--- src/rtl/addsub_pkg.sv ---
// ============================================================================
//  Module      : addsub_pkg
//  Description : Shared state encoding and mode constants for the serial
//                add/subtract controller.
//  Revision    : 1.0  initial release
// ============================================================================
`default_nettype none

package addsub_pkg;

   typedef enum logic [1:0] {
      IDLE = 2'd0,
      RUN  = 2'd1,
      DONE = 2'd2
   } state_t;

   localparam logic MODE_ADD = 1'b0;
   localparam logic MODE_SUB = 1'b1;

endpackage

`default_nettype wire

--- src/rtl/addsub_slice.sv ---
// ============================================================================
//  Module      : fulladder / addsub_slice
//  Description : Single-bit full adder and the 2-bit ripple slice built from it.
//  Revision    : 1.0  initial release
// ============================================================================
`default_nettype none

module fulladder (
   input  logic a,
   input  logic b,
   input  logic ci,
   output logic s,
   output logic co
);

   assign s  = a ^ b ^ ci;
   assign co = (a & b) | (ci & (a ^ b));

endmodule

module addsub_slice (
   input  logic [1:0] ain,
   input  logic [1:0] bin,
   input  logic       cin,
   output logic [1:0] sout,
   output logic       cout,
   output logic       cmsb
);

   // cmsb is the carry into bit 1, needed by the controller for overflow
   fulladder u_fa0 (.a(ain[0]), .b(bin[0]), .ci(cin),  .s(sout[0]), .co(cmsb));
   fulladder u_fa1 (.a(ain[1]), .b(bin[1]), .ci(cmsb), .s(sout[1]), .co(cout));

endmodule

`default_nettype wire

--- src/rtl/serial_addsub_ctrl.sv ---
// ============================================================================
//  Module      : serial_addsub_ctrl
//  Description : Adds/subtracts WIDTH-bit operands two bits per cycle, LSB
//                first, through one shared 2-bit slice with a carry register.
//  Revision    : 1.0  initial release
// ============================================================================
`default_nettype none

module serial_addsub_ctrl
   import addsub_pkg::*;
#(
   parameter int WIDTH = 8
) (
   input  logic             clk,
   input  logic             rst_n,
   input  logic             start_valid,
   output logic             start_ready,
   input  logic [WIDTH-1:0] a,
   input  logic [WIDTH-1:0] b,
   input  logic             mode,
   output logic             res_valid,
   input  logic             res_ready,
   output logic [WIDTH-1:0] sum,
   output logic             cbout,
   output logic             ovf,
   output logic             busy
);

   localparam int NDIG = WIDTH / 2;
   localparam int CW   = (NDIG > 1) ? $clog2(NDIG) : 1;
   localparam logic [CW-1:0] LAST = CW'(NDIG - 1);

   state_t           state_q, state_d;
   logic [CW-1:0]    cnt_q, cnt_d;
   logic [WIDTH-1:0] a_q, a_d, b_q, b_d, sum_q, sum_d;
   logic             mode_q, mode_d, carry_q, carry_d;
   logic             cbout_q, cbout_d, ovf_q, ovf_d;

   logic [1:0]       dig_a, dig_b, dig_s;
   logic             dig_cout, dig_cmsb;

   always_comb begin
      dig_a = '0;
      dig_b = '0;
      for (int i = 0; i < NDIG; i++) begin
         if (cnt_q == CW'(i)) begin
            dig_a = a_q[2*i +: 2];
            dig_b = b_q[2*i +: 2];
         end
      end
   end

   // Subtraction is a + ~b + 1; the +1 enters through the preset carry register
   addsub_slice u_slice (
      .ain  (dig_a),
      .bin  (dig_b ^ {2{mode_q == MODE_SUB}}),
      .cin  (carry_q),
      .sout (dig_s),
      .cout (dig_cout),
      .cmsb (dig_cmsb)
   );

   always_comb begin
      state_d = state_q;
      cnt_d   = cnt_q;
      a_d     = a_q;
      b_d     = b_q;
      mode_d  = mode_q;
      carry_d = carry_q;
      sum_d   = sum_q;
      cbout_d = cbout_q;
      ovf_d   = ovf_q;
      case (state_q)
         IDLE: begin
            if (start_valid) begin
               a_d     = a;
               b_d     = b;
               mode_d  = mode;
               carry_d = mode;
               sum_d   = '0;
               cnt_d   = '0;
               state_d = RUN;
            end
         end
         RUN: begin
            for (int i = 0; i < NDIG; i++) begin
               if (cnt_q == CW'(i)) sum_d[2*i +: 2] = dig_s;
            end
            carry_d = dig_cout;
            if (cnt_q == LAST) begin
               cbout_d = dig_cout ^ mode_q;
               ovf_d   = dig_cmsb ^ dig_cout;
               state_d = DONE;
            end else begin
               cnt_d = cnt_q + 1'b1;
            end
         end
         DONE: begin
            if (res_ready) begin
               state_d = IDLE;
               cnt_d   = '0;
            end
         end
         default: state_d = IDLE;
      endcase
   end

   always_ff @(posedge clk) begin
      if (!rst_n) begin
         state_q <= IDLE;
         cnt_q   <= '0;
         a_q     <= '0;
         b_q     <= '0;
         mode_q  <= 1'b0;
         carry_q <= 1'b0;
         sum_q   <= '0;
         cbout_q <= 1'b0;
         ovf_q   <= 1'b0;
      end else begin
         state_q <= state_d;
         cnt_q   <= cnt_d;
         a_q     <= a_d;
         b_q     <= b_d;
         mode_q  <= mode_d;
         carry_q <= carry_d;
         sum_q   <= sum_d;
         cbout_q <= cbout_d;
         ovf_q   <= ovf_d;
      end
   end

   assign start_ready = (state_q == IDLE);
   assign res_valid   = (state_q == DONE);
   assign busy        = (state_q == RUN);
   assign sum         = sum_q;
   assign cbout       = cbout_q;
   assign ovf         = ovf_q;

endmodule

`default_nettype wire

--- config.mk ---
export PLATFORM = sky130hd
export DESIGN_NAME = serial_addsub_ctrl
export DESIGN_NICKNAME = d
export VERILOG_FILES = /design/src/rtl/addsub_pkg.sv /design/src/rtl/addsub_slice.sv /design/src/rtl/serial_addsub_ctrl.sv
export SDC_FILE = /design/constraint.sdc
export NUM_CORES = 1
export LEC_CHECK = 0
export CORE_MARGIN = 2
export CORE_UTILIZATION = 53
export DETAILED_ROUTE_END_ITERATION = 10
export PLACE_DENSITY = 0.86
export RECOVER_POWER = 50
export SYNTH_ARGS = -nofsm -noshare
export SYNTH_HDL_FRONTEND = slang
export SYNTH_SLANG_ARGS = --single-unit
--- constraint.sdc ---
create_clock -name clk -period 8.43 [get_ports clk]
set_clock_uncertainty 0.1 [all_clocks]
set_input_delay 2.529 -clock clk [delete_from_list [all_inputs] [get_ports clk]]
set_output_delay 2.529 -clock clk [all_outputs]
set_load 0.02 [all_outputs]
# Word-level counts from Yosys, hierarchy flattened
# Index checks and enable logic that the tools add are counted.
# classes
addsub	1
eq_ne	12
muxes	23
bitwise	13
n_reduce_logical	13
# ops
operator	count
2-bit 2-to-1 mux	17
8-bit one-hot mux with 2 select lines	1
3-bit AND reduction	5
2-bit one-hot mux with 3 select lines	2
2-bit by 1-bit inequality test with 1-bit output, second input constant	5
8-bit 2-to-1 mux	1
2-bit equality test, second input constant	3
2-bit AND reduction	3
1-bit XOR	6
1-bit AND	4
2-bit by 1-bit equality test with 1-bit output, second input constant	2
2-bit logical NOT	2
2-bit inequality test, second input constant	2
4-bit AND reduction	1
3-bit nonzero test	1
2-bit by 1-bit adder with 2-bit output, second input constant	1
1-bit bitwise OR	2
1-bit one-hot mux with 2 select lines	1
2-bit nonzero test	1
2-bit XOR	1
1-bit 2-to-1 mux	1
# word_totals
reg_bits	32
out_inout_bits	13
word_cells	74

# Logic depth before layout (Yosys ltp)
# depth
word_depth	12
ltp_mapped	12
depth_no_buf	11

# Cells and area by module
# A second synthesis with hierarchy kept.
# hier_totals
hier_cells	184
hier_area_um2	1597.8
# modules_own_cells
mod	n_inst	cells_each	area_per_inst_um2
serial_addsub_ctrl	1	182	1557.7
fulladder	2	1	20.0

# Worst setup path after synthesis
# Ideal clock, no wire load.
# synth_path
path_kind	register -> output
start	register state_q[1]
end	output port res_valid
t_arrival_ps	784
required_ps	5801
path_slack_ps	5017
stages_incl_launch_ff	2
path_buffers	0
cell_sequence	dfxtp_1 > nor2b_1
# synth_between
elab_chain_cells	1
# synth_rtl
item	line	rtl
from (decl)	serial_addsub_ctrl.sv:33	state_t state_q, state_d;
from (signal assigned)	serial_addsub_ctrl.sv:120	state_q <= state_d;
2-bit equality test	serial_addsub_ctrl.sv:133	assign res_valid = (state_q == DONE);
to (decl)	serial_addsub_ctrl.sv:21	output logic res_valid,
# Every way passes these cells.

# Final worst setup path
# layout_path
start	input port start_valid
end	register sum_q[1], in the netlist sum[1]
# layout_between
elab_chain_cells	2
# layout_rtl
item	line	rtl
from (decl)	serial_addsub_ctrl.sv:16	input logic start_valid,
2-bit inequality test (no line)	-	
3-bit AND reduction (no line)	-	
to (signal assigned)	serial_addsub_ctrl.sv:126	sum_q <= sum_d;
to (decl)	serial_addsub_ctrl.sv:35	logic [WIDTH-1:0] a_q, a_d, b_q, b_d, sum_q, sum_d;
# Every way passes these cells.
# A chain may end at the register's enable or synchronous reset.

==> results.json <==
{
  "outcome": "finished with violations",
  "violations": "capacitance limit, slew limit",
  "synth-xor-area-share": 0.0225,
  "die_area_mm2": 0.00338,
  "p_switching_uw": 91.2,
  "drt_iter0_drc": 42,
  "worst_slew_pin_slew_ns": 2.32,
  "critical-path-slowest-cell": "nor3b_1",
  "rsz0062_at_grt": "no",
  "p_leak_nw": 0.729,
  "path_clk_slew_ns": 0.10,
  "grt_most_used_layer": "met2",
  "slowest_delay_ns": 1.80,
  "finalHoldViolations": 0,
  "yosysMostFrequentCell": "nand2_1",
  "final_cell_area_mm2": 0.00190,
  "yosysTopAreaCellShare": 0.412,
  "grt_max_degree": 33,
  "finish.net_count": 238,
  "finalCritPeriodShare": 0.620,
  "multiInputGateArea_um2": 811,
  "drv_slew": 21,
  "cts_setup_buffers": 0,
  "seqPwrFrac": 0.517,
  "synthMuxAreaShare": 0,
  "fin_total_pwr_uw": 318,
  "ys_async_sr_fraction": 0,
  "netSwitchingFraction": 0.287,
  "critPathMaxFanout": 20,
  "cp.arrival_ns": 5.36,
  "relSlewSlack": -0.553,
  "globalplace.congestion": 0.713,
  "synth_edf_count": 0,
  "area.growth.synth_to_final_pct": 22.5,
  "grt_pass1_wl_um": 5780,
  "first_pass_iters": 4,
  "hold_class": "flop to flop",
  "met1_usage": 0.245,
  "antenna_found_initial": 0,
  "synth-simple-area-share": 0.215,
  "nFillCells": 235,
  "finalWirelength_um": 3440,
  "fmax_mhz": 191,
  "fin_setup_tns_ns": 0,
  "coreArea_mm2": 0.00278,
  "regArea_um2": 641,
  "required_ns": 8.56,
  "powerDensity_mw_per_mm2": 167,
  "syn-num-nets": 209,
  "dpl.hpwl_um": 2500,
  "die_w_um": 58.2,
  "synth_area_mm2": 0.00155,
  "drc": 0,
  "worstSetupEndpointType": "flop",
  "cts_root_buffer": "clkbuf_4",
  "setup_ws_ns": 3.20,
  "synth_compound_area_frac": 0.229,
  "io-pin-count": 34,
  "cp-start-kind": "input pin",
  "h-tree-depth": 2,
  "gr-total-overflow": 0,
  "hold_buffers": 0,
  "worstPathCellList": "clkdlybuf4s50_1 -> nor3b_1 -> a21oi_1 -> a32oi_1 -> nor2b_1",
  "yosysWarnings": 0,
  "io_buffers": 33,
  "yosys_register_bits": 32,
  "grt.met3_usage": 0.0692,
  "maxCapViolations": 1,
  "routedWlPerCell_um": 14.2,
  "start_util": 0.559,
  "synth_area_per_cell_um2": 8.54,
  "cts_tree": "yes",
  "period_minus_slack_ns": 5.23,
  "cts_buffer_depth": 2,
  "clock_latency_ns": 0.34,
  "grt_use_met2": 0.411,
  "synthTopCellsByCount": "nand2_1, dfxtp_1, a21boi_0",
  "internal-power_uw": 227,
  "synth_largest_area_cell": "dfxtp_1",
  "comb_power_share": 0.192,
  "die_h_um": 58.2,
  "synthAdderAreaFrac": 0.0580,
  "vias_per_cell": 5.68,
  "drive_gt1_frac": 0.0519,
  "place_area_mm2": 0.00185,
  "setup_viol": 0,
  "ys_seq_area_frac": 0.412,
  "grt_pass1_vias": 1371,
  "hold_slack_ns": 0.363,
  "grt_usage": 0.225,
  "yosysUniqueCellTypes": 30,
  "dp_slack_ns": 3.69,
  "critPathBufInv": 1,
  "peakVddDrop_uv": 172,
  "clock_sinks": 32,
  "clock_power_share": 0.291,
  "postRouteAntennaNets": 0,
  "synth_area_leaders": "dfxtp_1, nand2_1, a21boi_0, a21boi_1, a32oi_1",
  "cpLargestDelayFamily": "simple AND/OR/NAND/NOR gates",
  "vias": 1381,
  "synth_ff_type": "dfxtp_1",
  "synth_top_family_by_area": "compound AO/OA/AOI/OAI gates",
  "num_rows": 19,
  "antenna_cells": 0,
  "syn_inst": 182,
  "cts_resized": 0,
  "cts_inserted_buffers": 5,
  "crit_type": "input pin to flop"
}
[stage by stage]
| stage | util | std cells |
|---|---|---|
| final | 0.685 | 243 |
| after global routing | 0.685 | 243 |
| after CTS | 0.686 | 243 |
| after detailed placement | 0.664 | 235 |
| after global placement | 0.664 | 235 |
| after floorplan | - | 182 |
[registers in the layout (all words and copies together) (netlist names)]
signal,cells
ovf,1
cbout,1
sum,8
cnt_q,2
b_q,8
carry_q,1
state_q,2
mode_q,1
a_q,8
[worst register-to-register path, cell delays in order (launching register included)]
cell and delay [ns]:
dfxtp_1 0.40, inv_1 0.09, ha_1 0.34, a211oi_1 0.27, o21ai_0 0.11, o311ai_1 0.12
xnor2_1 0.14, fa_1 0.43, fa_1 0.53, a32oi_1 0.24, nor2b_1 0.07
[cell families (layout without fill, tap and decap cells)]
| logic type | after synthesis | count (layout) |
|---|---|---|
| fa+ha+maj | 6 | 6 |
| xor+xnor | 4 | 4 |
| simple gates | 72 | 72 |
| buf+inv | 17 | 47 |
| flops | 32 | 32 |
| compound gates | 51 | 51 |
[final cells by class]
type	instances	area share
multi-input combinational	133	0.426
sequential	32	0.336
timing repair buffer	33	0.173
clock buffer	6	0.0269
tap	31	0.0204
inverter	6	0.0118
clock inverter	2	0.00526
[power by group through the flow]
stage / logic (mW) / registers, mW / clock network [mW]
2_1_floorplan: 0.0410 / 0.168 / 0
3_3_place_gp: 0.0584 / 0.167 / 0
3_5_place_dp: 0.0618 / 0.168 / 0
4_1_cts: 0.0620 / 0.165 / 0.0930
5_1_grt: 0.0678 / 0.165 / 0.101
6_report: 0.0611 / 0.164 / 0.0924
[placed cells by master (no fill, tap or decap), types with 5 or more instances in the layout]
cell / n
nand2b_1: 5
a32oi_1: 6
inv_1: 5
a21boi_0: 16
o21ai_0: 10
a21oi_1: 7
nor2b_1: 8
clkbuf_4: 5
dfxtp_1: 32
clkdlybuf4s50_1: 21
dlygate4sd3_1: 12
nand2_1: 49
[worst paths after layout]
check | to | startpoint | slack (ns) | depth (start not counted)
max reg2reg | sum[1] | cnt_q[1] | 5.50 | 10
min reg2reg | a_q[1] | a_q[1] | 0.36 | 2
max | sum[1] | start_valid | 3.20 | 5
min | a_q[1] | a_q[1] | 0.36 | 2
[per-layer routing]
metal,vias up,share of wire
met5,-,0
met4,0,0.012
met3,5,0.062
met2,46,0.53
met1,656,0.40
li1,674,-
Note: power is estimated with default switching activity, not from simulation.
==> variant, RTL diff (same flow settings) <==
Put one more register stage on the output `ovf`, cleared by the reset. The value now appears one clock later. The other outputs are not delayed to match.
--- a/src/rtl/serial_addsub_ctrl.sv
+++ b/src/rtl/serial_addsub_ctrl.sv
@@ -134,7 +134,13 @@
    assign busy        = (state_q == RUN);
    assign sum         = sum_q;
    assign cbout       = cbout_q;
-   assign ovf         = ovf_q;
+   always_ff @(posedge clk) begin
+      if (!rst_n) begin
+         ovf <= '0;
+      end else begin
+         ovf <= ovf_q;
+      end
+   end
 
 endmodule
 
Behaviour: not the same (a bounded check fails within 10 cycles, from zero or initial values and one cycle with rst_n low).
==> variant against the original RTL <==
The flow still finishes with violations (max-capacitance violations, max-slew violations); design area grew 3.5%; sequential cell count grew 1; routed wire length grew 3.3%; setup slack gained 0.011 ns; power grew 20%; sequential power grew 3%; first-iteration DRC count grew 81%; synthesized area grew 1.4%.
==> variant: results (changes against the original RTL) <==
stage,metric,value,unit,change
power,leakage dissipation,0.7624,nW,was 0.7295 nW
logic_synthesis,Post-Synthesis Net Count,211,,was 209
global_routing,Total Routing Usage GR,0.2361,,was 0.2251
place,Final GP Congestion,0.8252,,was 0.7127
route,number of DRC markers after the initial detailed-route iteration,76,,was 42
logic_synthesis,Synth area leaders,"dfxtp_1 42%, nand2_1 12%, a21boi_1 5.7%",,"was dfxtp_1 41%, nand2_1 12%, a21boi_0 5.8%"
place,count of buffers from port buffering,33,,unchanged
route,average wire per standard cell,14.51,um,was 14.16 um
final_layout,"Net count, final",240,,was 238
setup_path,depth of the worst register-to-register path,11,,was 10
job,max-capacitance violation count,1,,unchanged
outcome,outcome,"finished, violations left",,unchanged
place,post-DP HPWL,2490,um,was 2505 um
global_routing,first-pass GRT wire length,6030,um,was 5775 um
setup_path,setup slack of the most critical reg-to-reg path,5.44,ns,was 5.50 ns
logic_synthesis,Gate Count Post-Synth,184,,was 182
hold_path,type of the worst min-delay path,reg -> reg,,unchanged
setup_path,end point of the critical path,sum[2]$_SDFFE_PN0P_,,was sum[1]$_SDFFE_PN0P_
logic_synthesis,most used standard cells in the synthesized netlist,"49 x nand2_1, 33 x dfxtp_1, 12 x a21boi_1",,"was 49 x nand2_1, 32 x dfxtp_1, 12 x a21boi_0"
route,total wire length after detailed routing,3554,um,was 3442 um
outcome,violated checks,"max-capacitance violations, max-slew violations",,unchanged
logic_synthesis,sequential element share of the synthesized area,0.4190,,was 0.4122
final_layout,antenna cell count,0,,unchanged
sta,headroom to the max-slew limit,-0.5817,,was -0.5529
final_layout,share of cells above drive strength 1,0.05140,,was 0.05189
power,maximum vdd drop,263.5,uV,was 172.1 uV
clock_tree,number of levels the H-tree was split into,2,,unchanged
setup_path,reg-to-reg critical path endpoint,ovf_q$_SDFFE_PN0P_,,was sum[1]$_SDFFE_PN0P_
route,count of vias placed by the detailed router,1380,,was 1381
setup_path,Worst R2R Start,cnt_q[0]$_SDFFE_PN0P_,,was cnt_q[1]$_SDFFE_PN0P_
sta,Final Max Tran Viols,21,,unchanged
-- variant: changes by cell type after synthesis, sizes merged --
| cell | change |
|---|---|
| dfxtp | +1 |
| and2 | +1 |
-- variant: final cells by class --
type,count,area (um2)
Clock buffer,5,37.54
Multi-Input combinational cell,134,817.0
Fill cell,207,809.5
Timing Repair Buffer,33,330.3
Tap cell,31,38.79
Clock inverter,3,65.06
Sequential cell,33,660.6
Inverter,6,22.52
-- variant: worst min path at each step --
stage / slack, ns / startpoint / end
finish: 0.36 / a_q[5]$_SDFFE_PN0P_ / a_q[5]$_SDFFE_PN0P_
global route: 0.37 / a_q[5]$_SDFFE_PN0P_ / a_q[5]$_SDFFE_PN0P_
CTS: 0.36 / a_q[5]$_SDFFE_PN0P_ / a_q[5]$_SDFFE_PN0P_
detailed placement: 0.35 / a_q[5]$_SDFFE_PN0P_ / a_q[5]$_SDFFE_PN0P_
global placement: 0.34 / a_q[4]$_SDFFE_PN0P_ / a_q[4]$_SDFFE_PN0P_
floorplan: 0.33 / b_q[6]$_SDFFE_PN0P_ / b_q[6]$_SDFFE_PN0P_
-- variant: critical path: stages --
cell and delay [ns]:
clkdlybuf4s50_1 0.50, nor3b_1 1.82, a21oi_1 0.16, a32oi_1 0.28
nor2b_1 0.07
-- variant: cells by family after synthesis --
| group | after synthesis | share of synthesized area |
|---|---|---|
| adders and majority gates | 6 | 0.05715 |
| and+or+nand+nor | 73 | 0.2159 |
| DFF | 33 | 0.4190 |
| xor gates and xnor gates | 4 | 0.02222 |
| buffers and inverters | 17 | 0.05952 |
| AOI/OAI and AO/OA | 51 | 0.2262 |
-- variant: power by group --
part	total [mW]	internal (mW)	switching, mW
Sequential	0.169	0.164	0.00550
Combinational	0.0615	0.0287	0.0328
Clock	0.150	0.0918	0.0578
Total	0.380	0.284	0.0961
-- variant: through the flow --
| stage | cell area, um2 | hold WS (ns) | setup WS (ns) | util |
|---|---|---|---|---|
| after floorplan | 1577 | 0.3300 | 5.017 | - |
| after global placement | 1874 | 0.3418 | 3.878 | 0.6739 |
| after detailed placement | 1874 | 0.3487 | 3.726 | 0.6739 |
| after CTS | 1977 | 0.3621 | 4.007 | 0.7108 |
| after global routing | 1972 | 0.3738 | 2.924 | 0.7090 |
| final | 1972 | 0.3599 | 3.215 | 0.7090 |
-- variant: per-layer routing --
layer / GRT usage / routed length (um) / up-vias
met3: 0.08132 / 179 / 8
met1: 0.2687 / 1493 / 657
met5: 0 / 0 / -
met2: 0.3949 / 1802 / 37
li1: - / - / 678
met4: 0.1130 / 79 / 0
